**config.mk**
```make
export PLATFORM = sky130hd
export DESIGN_NAME = afe_l2_regfile
export DESIGN_NICKNAME = d
export VERILOG_FILES = /design/src/rtl/afe_l2_regfile_pkg.sv /design/src/rtl/afe_l2_chan_regs.sv /design/src/rtl/afe_l2_regfile.sv
export SDC_FILE = /design/constraint.sdc
export NUM_CORES = 1
export LEC_CHECK = 0
export BUFFER_PORTS_ARGS = -buffer_cell sky130_fd_sc_hd__buf_2
export CORE_MARGIN = 8
export CORE_UTILIZATION = 24
export DETAILED_ROUTE_END_ITERATION = 12
export PLACE_DENSITY = 0.49
export SLEW_MARGIN = 20
export SYNTH_ARGS = -nofsm -noshare
export SYNTH_HDL_FRONTEND = slang
export SYNTH_HIERARCHICAL = 1
export SYNTH_SLANG_ARGS = --single-unit
```
**constraint.sdc**
```tcl
create_clock -name clk_i -period 2.6 [get_ports clk_i]
set_input_delay 0.26 -clock clk_i [delete_from_list [all_inputs] [get_ports clk_i]]
set_output_delay 0.26 -clock clk_i [all_outputs]
set_load 0.03 [all_outputs]
```
**src/rtl/afe_l2_regfile_pkg.sv**
```systemverilog
// Shared register map, CFG bit positions and per-channel config type for afe_l2_regfile.
package afe_l2_regfile_pkg;

  localparam logic [2:0] REG_SADDR    = 3'd0;
  localparam logic [2:0] REG_SIZE     = 3'd1;
  localparam logic [2:0] REG_CFG      = 3'd2;
  localparam logic [2:0] REG_CURRADDR = 3'd3;
  localparam logic [2:0] REG_BYTELEFT = 3'd4;

  localparam logic [2:0] REG_EVT_STATUS = 3'd0;
  localparam logic [2:0] REG_IRQ_MASK   = 3'd1;
  localparam logic [2:0] REG_FLAG_CNT   = 3'd2;
  localparam logic [2:0] REG_INFO       = 3'd3;

  localparam int CFG_CONT_BIT  = 0;
  localparam int CFG_DSIZE_LSB = 1;
  localparam int CFG_EN_BIT    = 4;
  localparam int CFG_CLR_BIT   = 5;
  localparam int CFG_PEND_BIT  = 6;

  localparam logic [1:0] DSIZE_RST = 2'b10;

  // Shadow start address/size are kept word-wide so reads return them directly.
  typedef struct packed {
    logic [31:0] startaddr;
    logic [31:0] size;
    logic [1:0]  datasize;
    logic        continuous;
  } chan_cfg_t;

  // The all-ones channel index selects the generic block.
  function automatic int gen_idx(input int addr_width);
    return (1 << (addr_width - 3)) - 1;
  endfunction

  function automatic logic [31:0] word_mask(input int width);
    logic [63:0] full;
    full = (64'd1 << width) - 64'd1;
    return full[31:0] & 32'hFFFF_FFFC;
  endfunction

endpackage

```
**src/rtl/afe_l2_chan_regs.sv**
```systemverilog
// One L2 channel: shadow start/size with pending flag, active copy, CFG fields and en/clr pulses.
module afe_l2_chan_regs
  import afe_l2_regfile_pkg::*;
#(
  parameter int L2_AWIDTH_NOAL = 12,
  parameter int L2_TRANS_SIZE  = 16
) (
  input  logic                      clk_i,
  input  logic                      rst_i,
  input  logic                      we_i,
  input  logic [2:0]                sel_i,
  input  logic [31:0]               wdata_i,
  input  logic                      done_i,
  output chan_cfg_t                 cfg_o,
  output logic                      pending_o,
  output logic [L2_AWIDTH_NOAL-1:0] startaddr_o,
  output logic [L2_TRANS_SIZE-1:0]  size_o,
  output logic                      en_o,
  output logic                      clr_o
);

  localparam logic [31:0] SADDR_MASK = word_mask(L2_AWIDTH_NOAL);
  localparam logic [31:0] SIZE_MASK  = word_mask(L2_TRANS_SIZE);

  chan_cfg_t                 cfg_reg;
  logic                      pending_reg;
  logic [L2_AWIDTH_NOAL-1:0] startaddr_reg;
  logic [L2_TRANS_SIZE-1:0]  size_reg;
  logic                      en_reg;
  logic                      clr_reg;

  logic cfg_wr;
  logic load_active;

  assign cfg_wr      = we_i && (sel_i == REG_CFG);
  assign load_active = (done_i && cfg_reg.continuous && pending_reg) ||
                       (cfg_wr && wdata_i[CFG_EN_BIT]);

  always_ff @(posedge clk_i or posedge rst_i) begin
    if (rst_i) begin
      cfg_reg       <= '{startaddr: '0, size: '0, datasize: DSIZE_RST, continuous: 1'b0};
      pending_reg   <= 1'b0;
      startaddr_reg <= '0;
      size_reg      <= '0;
      en_reg        <= 1'b0;
      clr_reg       <= 1'b0;
    end else begin
      en_reg  <= cfg_wr && wdata_i[CFG_EN_BIT];
      clr_reg <= cfg_wr && wdata_i[CFG_CLR_BIT];
      // The copy takes the pre-edge shadow; a same-edge shadow write re-arms pending below.
      if (load_active) begin
        startaddr_reg <= cfg_reg.startaddr[L2_AWIDTH_NOAL-1:0];
        size_reg      <= cfg_reg.size[L2_TRANS_SIZE-1:0];
        pending_reg   <= 1'b0;
      end
      if (we_i && (sel_i == REG_SADDR)) begin
        cfg_reg.startaddr <= wdata_i & SADDR_MASK;
        pending_reg       <= 1'b1;
      end
      if (we_i && (sel_i == REG_SIZE)) begin
        cfg_reg.size <= wdata_i & SIZE_MASK;
        pending_reg  <= 1'b1;
      end
      if (cfg_wr) begin
        cfg_reg.continuous <= wdata_i[CFG_CONT_BIT];
        cfg_reg.datasize   <= wdata_i[CFG_DSIZE_LSB +: 2];
      end
    end
  end

  assign cfg_o       = cfg_reg;
  assign pending_o   = pending_reg;
  assign startaddr_o = startaddr_reg;
  assign size_o      = size_reg;
  assign en_o        = en_reg;
  assign clr_o       = clr_reg;

endmodule

```
**src/rtl/afe_l2_regfile.sv**
```systemverilog
// AFE L2 config register file: registered reads, per-channel double-buffered DMA config, W1C events + IRQ.
// Optional AFE_L2_REGFILE_ERR_RESP_EN adds cfg_err_o for unmapped/read-only accesses.
module afe_l2_regfile
  import afe_l2_regfile_pkg::*;
#(
  parameter int NUM_CHS        = 8,
  parameter int ADDR_WIDTH     = 11,
  parameter int L2_AWIDTH_NOAL = 12,
  parameter int L2_TRANS_SIZE  = 16,
  parameter int FLAG_CNT_WIDTH = 8
) (
  input  logic                                     clk_i,
  input  logic                                     rst_i,
  input  logic                                     cfg_valid_i,
  input  logic                                     cfg_rwn_i,
  input  logic [ADDR_WIDTH-1:0]                    cfg_addr_i,
  input  logic [31:0]                              cfg_wdata_i,
  output logic                                     cfg_ready_o,
  output logic [31:0]                              cfg_rdata_o,
  output logic                                     cfg_rvalid_o,
  output logic [NUM_CHS-1:0][L2_AWIDTH_NOAL-1:0]   cfg_l2_startaddr_o,
  output logic [NUM_CHS-1:0][L2_TRANS_SIZE-1:0]    cfg_l2_size_o,
  output logic [NUM_CHS-1:0][1:0]                  cfg_l2_datasize_o,
  output logic [NUM_CHS-1:0]                       cfg_l2_continuous_o,
  output logic [NUM_CHS-1:0]                       cfg_l2_en_o,
  output logic [NUM_CHS-1:0]                       cfg_l2_clr_o,
  input  logic [NUM_CHS-1:0]                       cfg_l2_en_i,
  input  logic [NUM_CHS-1:0]                       cfg_l2_done_i,
  input  logic [NUM_CHS-1:0][L2_AWIDTH_NOAL-1:0]   cfg_l2_curr_addr_i,
  input  logic [NUM_CHS-1:0][L2_TRANS_SIZE-1:0]    cfg_l2_bytes_left_i,
  input  logic [FLAG_CNT_WIDTH-1:0]                cfg_flag_cnt_i,
  output logic                                     cfg_flag_clr_o,
  output logic                                     irq_o
`ifdef AFE_L2_REGFILE_ERR_RESP_EN
  ,
  output logic                                     cfg_err_o
`endif
);

  localparam int             CW      = ADDR_WIDTH - 3;
  localparam logic [CW-1:0]  GEN_IDX = CW'(gen_idx(ADDR_WIDTH));

  logic              rvalid_reg;
  logic [31:0]       rdata_reg;
  logic              flag_clr_reg;
  logic              irq_reg;
  logic [NUM_CHS-1:0] evt_status_reg;
  logic [NUM_CHS-1:0] irq_mask_reg;
  logic [31:0]       rdata_next;

  logic [CW-1:0]     ch_idx;
  logic [2:0]        reg_sel;
  logic              rd_acc, wr_acc, is_gen, is_ch;
  logic [NUM_CHS-1:0] evt_clr;
  logic [NUM_CHS-1:0] chan_we;
  logic [NUM_CHS-1:0] chan_pending;
  chan_cfg_t         chan_cfg [NUM_CHS];

  // Ready drops for the response cycle, so reads run at one per two cycles.
  assign cfg_ready_o = ~rvalid_reg;
  assign rd_acc      = cfg_valid_i && cfg_ready_o && cfg_rwn_i;
  assign wr_acc      = cfg_valid_i && cfg_ready_o && !cfg_rwn_i;
  assign ch_idx      = cfg_addr_i[ADDR_WIDTH-1:3];
  assign reg_sel     = cfg_addr_i[2:0];
  assign is_gen      = (ch_idx == GEN_IDX);
  assign is_ch       = (ch_idx < CW'(NUM_CHS));
  assign evt_clr     = (wr_acc && is_gen && (reg_sel == REG_EVT_STATUS)) ?
                       cfg_wdata_i[NUM_CHS-1:0] : '0;

  genvar gi;
  for (gi = 0; gi < NUM_CHS; gi++) begin : g_chan
    assign chan_we[gi] = wr_acc && is_ch && (ch_idx == CW'(gi));

    afe_l2_chan_regs #(
      .L2_AWIDTH_NOAL(L2_AWIDTH_NOAL),
      .L2_TRANS_SIZE (L2_TRANS_SIZE)
    ) u_chan (
      .clk_i      (clk_i),
      .rst_i      (rst_i),
      .we_i       (chan_we[gi]),
      .sel_i      (reg_sel),
      .wdata_i    (cfg_wdata_i),
      .done_i     (cfg_l2_done_i[gi]),
      .cfg_o      (chan_cfg[gi]),
      .pending_o  (chan_pending[gi]),
      .startaddr_o(cfg_l2_startaddr_o[gi]),
      .size_o     (cfg_l2_size_o[gi]),
      .en_o       (cfg_l2_en_o[gi]),
      .clr_o      (cfg_l2_clr_o[gi])
    );

    assign cfg_l2_datasize_o[gi]   = chan_cfg[gi].datasize;
    assign cfg_l2_continuous_o[gi] = chan_cfg[gi].continuous;
  end

  always_comb begin
    rdata_next = '0;
    if (is_gen) begin
      case (reg_sel)
        REG_EVT_STATUS: rdata_next = 32'(evt_status_reg);
        REG_IRQ_MASK:   rdata_next = 32'(irq_mask_reg);
        REG_FLAG_CNT:   rdata_next = 32'(cfg_flag_cnt_i);
        REG_INFO:       rdata_next = {16'(NUM_CHS), 8'(ADDR_WIDTH), 8'h02};
        default:        rdata_next = '0;
      endcase
    end else if (is_ch) begin
      for (int c = 0; c < NUM_CHS; c++) begin
        if (ch_idx == CW'(c)) begin
          case (reg_sel)
            REG_SADDR: rdata_next = chan_cfg[c].startaddr;
            REG_SIZE:  rdata_next = chan_cfg[c].size;
            REG_CFG: begin
              rdata_next[CFG_CONT_BIT]       = chan_cfg[c].continuous;
              rdata_next[CFG_DSIZE_LSB +: 2] = chan_cfg[c].datasize;
              rdata_next[CFG_EN_BIT]         = cfg_l2_en_i[c];
              rdata_next[CFG_PEND_BIT]       = chan_pending[c];
            end
            REG_CURRADDR: rdata_next = 32'(cfg_l2_curr_addr_i[c]);
            REG_BYTELEFT: rdata_next = 32'(cfg_l2_bytes_left_i[c]);
            default:      rdata_next = '0;
          endcase
        end
      end
    end
  end

  always_ff @(posedge clk_i or posedge rst_i) begin
    if (rst_i) begin
      rvalid_reg     <= 1'b0;
      rdata_reg      <= '0;
      flag_clr_reg   <= 1'b0;
      irq_reg        <= 1'b0;
      evt_status_reg <= '0;
      irq_mask_reg   <= '0;
    end else begin
      rvalid_reg   <= rd_acc;
      rdata_reg    <= rd_acc ? rdata_next : '0;
      flag_clr_reg <= rd_acc && is_gen && (reg_sel == REG_FLAG_CNT);
      irq_reg      <= |(evt_status_reg & irq_mask_reg);
      // A done pulse wins over a same-edge write-1-to-clear.
      evt_status_reg <= (evt_status_reg & ~evt_clr) | cfg_l2_done_i;
      if (wr_acc && is_gen && (reg_sel == REG_IRQ_MASK)) begin
        irq_mask_reg <= cfg_wdata_i[NUM_CHS-1:0];
      end
    end
  end

  assign cfg_rvalid_o   = rvalid_reg;
  assign cfg_rdata_o    = rdata_reg;
  assign cfg_flag_clr_o = flag_clr_reg;
  assign irq_o          = irq_reg;

`ifdef AFE_L2_REGFILE_ERR_RESP_EN
  logic err_reg;
  logic rd_mapped, wr_mapped;

  assign rd_mapped = (is_gen && (reg_sel <= REG_INFO)) || (is_ch && (reg_sel <= REG_BYTELEFT));
  assign wr_mapped = (is_gen && (reg_sel <= REG_IRQ_MASK)) || (is_ch && (reg_sel <= REG_CFG));

  always_ff @(posedge clk_i or posedge rst_i) begin
    if (rst_i) begin
      err_reg <= 1'b0;
    end else begin
      err_reg <= (rd_acc && !rd_mapped) || (wr_acc && !wr_mapped);
    end
  end

  assign cfg_err_o = err_reg;
`endif

endmodule

```
==> impl_metrics.py <==
metrics = {
    "logic_synthesis": {
        "synthCells": 2513,
        "avgSynthCellArea_um2": 11.2,
        "seq_area_frac_synth": 0.430,
        "synth-seq-cells": 483,
        "syn-cell-area_um2": 28100,
        "synth_edf_count": 0,
        "ys.warnings.count": 6,
        "async_flop_share": 1.00,
        "synth_ff_type": "dfrtp_1",
        "synth.distinct_cells": 72,
    },
    "route": {
        "wirelength_mm": 144,
        "vias": 23155,
        "via_per_inst": 4.76,
        "ant_nets": 0,
        "drtPass1Iterations": 5,
        "drtIter0Drc": 2104,
        "drc": 0,
        "wl_per_cell_um": 29.6,
    },
    "power": {
        "pwr-share-comb": 0.121,
        "cellPowerDensity_nw_per_um2": 497,
        "power.internal_w": 0.0129,
        "totalPowerFinal_w": 0.0177,
        "ir_drop_v": 0.000511,
        "switching_power_w": 0.00480,
        "power.share.sequential": 0.424,
        "switching_share": 0.271,
        "p_clk_frac": 0.455,
        "power.leakage_nw": 18.0,
    },
    "worst_setup_path": {
        "cp_slowest_cell": "nor3b_4",
        "cp_cell_sequence": "nor3b_4 > buf_6 > nand2_4 > buf_6 > nor3_1 > buf_4 > and4bb_2 > a32oi_4 > buf_4 > mux2_2",
        "reg2reg_setup_slack_ps": 10,
        "max_stage_delay_ps": 480,
        "start_kind": "flip-flop",
        "cp_num_buf_inv": 4,
        "worst_setup_path_end_kind": "flip-flop",
        "rr_worst_depth": 10,
        "cp.required_ps": 3110,
        "crit_type": "flip-flop to flip-flop",
        "cp_top_family": "simple AND/OR/NAND/NOR gates",
        "r2r-start": "cfg_rvalid_o",
        "cp_max_fo": 5,
        "r2r-end": "g_chan[5].u_chan/size_o[13]",
        "cp.arrival_ps": 3100,
    },
    "timing": {
        "finalHoldViolCount": 0,
        "fin_crit_sh": 0.996,
        "worstMarginPinSlew_ps": 1050,
        "setup_violations": 0,
        "fmax_mhz": 386,
        "rsz0062_at_grt": "true",
        "relSlewSlack": 0.302,
        "drv_slew": 0,
        "setup-tns-final_ps": 0,
        "fin_skew_ps": 20.2,
        "fin_crit_ps": 2590,
    },
    "clock_tree": {
        "clk_pin_slew_ps": 70,
        "root_buffer": "clkbuf_16",
        "clk_latency_ps": 640,
        "clk_path_buf_depth": 3,
        "cts.sinks": 483,
        "cts_buffers": 56,
        "cts_tree": "yes",
        "cts.htree.levels": 2,
    },
    "cells_and_area": {
        "utilization": 0.307,
        "multi_input_area_um2": 14000,
        "final_common_cell": "buf_2",
        "final_cell_mix": "543 x buf_2, 475 x dfrtp_1, 446 x mux2_2",
        "largest_register_ffs": 216,
        "register_area_um2": 12100,
        "num-fill-cells": 12184,
        "drive_above_1_share": 0.447,
        "syn_to_final_growth_pct": 26.9,
        "final_nets": 3558,
    },
    "min_path": {
        "hp-start": "cfg_l2_done_i[2]",
        "hp-class": "primary input to flip-flop",
        "hold-path-endpoint": "evt_status_reg[2]",
        "hold_depth": 2,
    },
    "grt": {
        "grt_max_degree": 62,
        "grt_use_total": 0.216,
        "first_global_vias": 23278,
        "antenna_found_initial": 79,
        "overflow": 0,
        "grt_pass1_wl_mm": 194,
    },
    "status": {
        "status": "complete, no violations",
    },
    "placement": {
        "portBuffers": 546,
        "finalWeightedCongestion": 0.940,
        "place_hpwl_mm": 113,
    },
    "floorplan": {
        "die-area_um2": 128000,
        "ioPinCount": 595,
        "core_um2": 116000,
        "rows": 125,
        "die_x_um": 358,
        "start_util": 0.242,
        "die_h_um": 358,
    },
    "job": {
        "maxCapViolations": 0,
    },
}
[metrics by stage]
stage | cells | hold slack, ps | instance area (um2) | setup WS (ps)
floorplan | 2857 | 352 | 29400 | 154
global placement | 4715 | 476 | 33400 | -666
detailed placement | 4715 | 482 | 33400 | -692
CTS | 4826 | 5.79 | 35500 | -1.50
global route | 4835 | 26.6 | 35600 | -42.1
finish | 4865 | 40.0 | 35700 | 9.86
[kinds of logic after synthesis]
family	share of synthesized area
compound gates	0.135
buf+inv	0.131
flops	0.430
mux	0.244
other cells	0.00107
simple gates	0.0585
[cell usage after synthesis (12+ instances only)]
master,n,share of area
a21oi_1,97,0.017
a221oi_1,27,0.0084
a22o_1,28,0.0087
a22oi_1,129,0.034
a31oi_1,16,0.0036
and2_1,20,0.0044
and3_1,15,0.0033
buf_2,70,0.012
buf_4,374,0.10
buf_6,25,0.010
clkbuf_1,50,0.0067
dfrtp_1,475,0.42
inv_1,12,0.0016
mux2_2,447,0.18
mux2i_1,157,0.056
nand2_1,103,0.014
nand3_1,25,0.0044
nor2_1,101,0.013
nor3_1,13,0.0023
o21ai_0,72,0.013
o22ai_1,66,0.015
o2bb2ai_1,16,0.0050
[area by class of cell]
class	instances	area share
sequential	483	0.339
tap	1524	0.0534
timing repair buffer	864	0.160
clock buffer	85	0.0468
inverter	15	0.00158
antenna	36	0.00252
multi-input combinational	1843	0.392
clock inverter	15	0.00463
[repair_timing]
action                                  4_1_cts  5_1_grt
gates resized for setup                      18       27
endpoints found under the setup margin      432      306
hold buffers                                  7        0
pin swaps                                     4        5
endpoints found under the hold margin        30        0
cloned                                        4        2
setup buffers                                 0        2
[power by group through the flow]
stage	clock network [W]	registers [W]	logic (W)
6_report	0.00807	0.00753	0.00214
5_1_grt	0.00852	0.00752	0.00226
4_1_cts	0.00824	0.00753	0.00211
3_5_place_dp	0	0.00766	0.00209
3_3_place_gp	0	0.00766	0.00209
2_1_floorplan	0	0.00766	0.00128
[how the worst max path moves through the flow]
stage	from	endpoint	slack, ps	depth (start not counted)
2_1_floorplan	cfg_addr_i[8]	g_chan[6].u_chan/cfg_o[10]	150	9
3_3_place_gp	cfg_rwn_i	g_chan[6].u_chan/size_o[7]	-670	10
3_5_place_dp	cfg_rwn_i	g_chan[6].u_chan/size_o[7]	-690	10
4_1_cts	cfg_rvalid_o	g_chan[6].u_chan/size_o[5]	-2	9
5_1_grt	cfg_rvalid_o	g_chan[5].u_chan/startaddr_o[10]	-40	10
6_report	cfg_rvalid_o	g_chan[5].u_chan/size_o[13]	10	10
[routing by layer]
metal,routed length (um),part of all wire,vias up,global-route usage
met2,64100,0.44,1025,0.336
met5,202,0.0014,-,0
li1,-,-,10103,-
met3,13600,0.094,170,0.0684
met1,62600,0.43,11825,0.289
met4,3670,0.025,32,0.0535
(Power assumes the default switching activity.)
